==> src/rtl/stp_counter.sv <==
// stp_counter: step-timing up-counter with sync clear, async reset and terminal count.
// Define STP_COUNTER_SAT_EN to saturate at max instead of wrapping.
module stp_counter #(
  parameter int WIDTH = 32
) (
  input  logic             clk_50,
  input  logic             reset_n,
  input  logic             reset1_n,
  input  logic             en,
  output logic [WIDTH-1:0] q,
  output logic             tc
);
  logic [WIDTH-1:0] cnt = '0;
  logic             at_max;
  logic [WIDTH-1:0] cnt_inc;
  assign at_max = (cnt == {WIDTH{1'b1}});
`ifdef STP_COUNTER_SAT_EN
  assign cnt_inc = at_max ? cnt : cnt + 1'b1;
`else
  assign cnt_inc = cnt + 1'b1;
`endif
  always_ff @(posedge clk_50 or negedge reset_n)
    if (!reset_n)       cnt <= '0;
    else if (!reset1_n) cnt <= '0;
    else if (en)        cnt <= cnt_inc;
  assign q  = cnt;
  assign tc = en & at_max;
endmodule

==> config.mk <==
export PLATFORM = sky130hd
export DESIGN_NAME = stp_counter
export DESIGN_NICKNAME = d
export VERILOG_FILES = /design/src/rtl/stp_counter.sv
export SDC_FILE = /design/constraint.sdc
export NUM_CORES = 1
export LEC_CHECK = 0
export BUFFER_PORTS_ARGS = -buffer_cell sky130_fd_sc_hd__buf_4
export CAP_MARGIN = 40
export CORE_ASPECT_RATIO = 0.75
export CORE_MARGIN = 1
export CORE_UTILIZATION = 34
export CTS_BUF_LIST = sky130_fd_sc_hd__clkbuf_16
export CTS_CLUSTER_SIZE = 24
export DETAILED_ROUTE_END_ITERATION = 8
export GPL_TIMING_DRIVEN = 0
export MAX_ROUTING_LAYER = met4
export PLACE_DENSITY = 0.56
export SYNTH_ARGS = -nofsm -noshare
export SYNTH_HDL_FRONTEND = slang
export SYNTH_SLANG_ARGS = --single-unit
==> constraint.sdc <==
create_clock -name clk_50 -period 3.5 [get_ports clk_50]
set_clock_uncertainty 0.2 [all_clocks]
set_input_delay 0.175 -clock clk_50 [delete_from_list [all_inputs] [get_ports clk_50]]
set_output_delay 0.175 -clock clk_50 [all_outputs]
set_load 0.02 [all_outputs]
==> impl_metrics.ini <==
[run_status]
status = finished with violations
violations = design-rule violations

[power]
switching_share_pct = 22.5
combinationalPowerShare_pct = 4.6
power.switching_mw = 0.187
powerDensity_nw_per_um2 = 368
power.leakage_nw = 0.918
vdd_ir_drop_max_v = 0.000185
p_clk_share_pct = 50.2
intPower_mw = 0.643
seq_power_share_pct = 45.2

[cts]
cts_sinks = 32
htree_levels = 2
clockBufferDepth = 2
clockRootBuffer = clkbuf_16
clock_latency_ps = 280
ctsResizeCount = 0
cts_made_buffers = 5
clk_pin_slew_ps = 60
cts_tree = built

[synthesis]
synth-seq-area-share_pct = 45.7
syn-cell-area_sq_um = 1750
synth_cell_types = 25
synthTopCellsByArea = dfrtp_1 46%, mux2i_1 5.7%, or4_1 5.6%, o31ai_1 4.7%, a21oi_1 4.6%
synth-seq-cells = 32
yosysWarnings = 0
avgSynthCellArea_sq_um = 9.16
yosysTopAreaCellShare_pct = 45.7
synth_top_area_cell = dfrtp_1
synthesis.instances = 191
synthesis.nets = 196

[global_routing]
grt_use_total_pct = 18.9
grt_pass1_vias = 1513
use_met1_pct = 27.3
grtUsageMet2_pct = 25.9
use_met3_pct = 4.26
grt_pass1_wl_mm = 7.60
grt_max_degree = 33
grt.busiest_layer = met1
grt-ovfl-total = 0
grt_antenna_before_repair = 0

[die]
die_w_microns = 84.9
fp.dieH_microns = 64.1
core_area_sq_um = 4930
start_util_pct = 35.5
placementRows = 22
ios = 37
die_area_sq_um = 5440

[critical_path]
cp.arrival_ps = 2210
slowest_delay_ps = 550
path_buf_inv = 1
critPathSlowestCell = or4_1
critical_path_class = reg -> out
crit_cells = 5
r2r_slack_ps = 1190
r2r_end = q[10]
cp_max_fo = 8
crit_required_ps = 3120
path_cells = and4_1 -> nand3_1 -> or4_1 -> nor4_1 -> buf_4
regToRegStartpoint = q[2]
cp-end-kind = primary output
critPathLaunchType = flip-flop
ff2ff_path_depth = 6
cp_top_family = simple AND/OR/NAND/NOR gates

[layout]
stdcell_area_sq_um = 2250
final_cell_count_no_fill = 297
fill_cells = 497
area_growth_pct = 28.8
antennaDiodeCount = 0
drive_gt1_share_pct = 19.8
final_core_util_pct = 45.8
largest_register_ff_count = 32
fin_nets = 241

[detailed_routing]
dr_total_vias = 1624
ant_nets = 0
drtPass1Iterations = 8
drt_iter0_drc = 118
wl_per_cell_microns = 14.9
drt_wl_total_mm = 4.43
drcViolationCount = 3
via_per_inst = 5.47

[timing]
worstMarginPinSlew_ps = 571
rsz0062_at_grt = false
setup-tns-final_ps = 0
maxSlewViolCount = 0
fin_crit_sh_pct = 73.8
setup_violations = 0
post-route-min-period_ps = 2580
max_slew_margin_pct = 61.9
hold_viol_final = 0
fmax_ghz = 0.387

[flow_run]
maxCapViolations = 0

[placement]
port_buffers = 36
place_area_sq_um = 2100
dp_hpwl_mm = 3.03
gp_congestion = 0.744
dp_cells = 287

[hold_path]
hp-class = in -> async
## timing repair
action / CTS / global route
setup endpoints to repair: 0 / 0
setup buffers: 0 / 0
endpoints found under the hold margin: 33 / 0
hold buffers: 2 / 0
## metal layers
layer / share of wire (%) / routed length (microns) / up-vias
met5: 0 / 0 / -
met3: 4.9 / 216 / 6
li1: - / - / 799
met2: 41 / 1840 / 40
met4: 0.99 / 44 / 0
met1: 53 / 2340 / 779
## metrics by stage
step           hold WS, ps  setup WS (ps)  total power, mW
2_1_floorplan         -321           1120            0.399
3_3_place_gp         -47.8           1180            0.420
3_5_place_dp         -49.8           1210            0.420
4_1_cts                172            945            0.841
5_1_grt                231            780            0.870
6_report               176            918            0.831
## worst register-to-register path, delay by kind of cell (launching register included)
kind | cells | cell delay, ps
and+or+nand+nor | 2 | 420
AOI/OAI and AO/OA | 2 | 320
DFF | 1 | 430
buffers and inverters | 2 | 880
## how the worst max path moves through the flow
stage / startpoint / endpoint / slack, ps
finish: q[16] / tc / 920
global route: q[16] / tc / 780
CTS: q[16] / tc / 950
detailed placement: q[2] / q[10] / 1210
global placement: q[2] / q[10] / 1180
floorplan: q[16] / tc / 1120
## cell usage in the layout, fill, tap and decap left out
cell and n:
buf_4 36, dfrtp_1 32, nand2_1 21, a21oi_1 16, or4_1 13, o31ai_1 11
clkbuf_1 10, nand3_1 10, nor4_1 10, mux2i_1 10, nand2b_1 9, inv_1 7
nand4_1 7, nor2_1 7, or3_1 6, o21ai_0 5, xor2_1 5, clkbuf_16 5
and4_1 2, and3_1 2, and2_1 2, clkinv_2 2, dlygate4sd3_1 2, nand3_2 1
or4_4 1, buf_6 1, buf_2 1, xnor2_1 1, ha_1 1, clkinv_1 1
## cells in the mapped netlist
| cell | number |
|---|---|
| dfrtp_1 | 32 |
| nand2_1 | 21 |
| a21oi_1 | 16 |
| or4_1 | 13 |
| o31ai_1 | 11 |
| clkbuf_1 | 10 |
| mux2i_1 | 10 |
| nand3_1 | 10 |
| nor4_1 | 10 |
| nand2b_1 | 9 |
| inv_1 | 7 |
| nand4_1 | 7 |
| nor2_1 | 7 |
| or3_1 | 6 |
| o21ai_0 | 5 |
| xor2_1 | 5 |
| and2_1 | 2 |
| and3_1 | 2 |
| and4_1 | 2 |
| buf_2 | 1 |
| buf_6 | 1 |
| ha_1 | 1 |
| nand3_2 | 1 |
| or4_4 | 1 |
| xnor2_1 | 1 |
## kinds of logic (layout without fill, tap and decap cells)
group	after synthesis	count (layout)	synth area share (%)
AND/OR/NAND/NOR	91	91	29.5
AO/OA/AOI/OAI	32	32	10.7
flip-flops	32	32	45.7
buffers and inverters	19	65	4.57
multiplexers	10	10	5.72
XOR/XNOR	6	6	3.00
adder cells (fa/ha/maj)	1	1	0.715
## final cells by class
class	instances	area, sq um	share of cell area [%]
buffer	12	53.8	2.39
clock buffer	5	125	5.55
tap	60	75.1	3.33
timing repair buffer	38	290	12.9
clock inverter	3	13.8	0.610
multi-input combinational	140	870	38.6
inverter	7	26.3	1.17
sequential	32	801	35.5
## power by group through the flow
stage | clock [mW] | combinational [mW] | sequential [mW]
6_report | 0.417 | 0.0384 | 0.375
5_1_grt | 0.451 | 0.0432 | 0.375
4_1_cts | 0.426 | 0.0398 | 0.375
3_5_place_dp | 0 | 0.0379 | 0.382
3_3_place_gp | 0 | 0.0377 | 0.382
2_1_floorplan | 0 | 0.0147 | 0.384
Note: power is estimated with default switching activity, not from simulation.
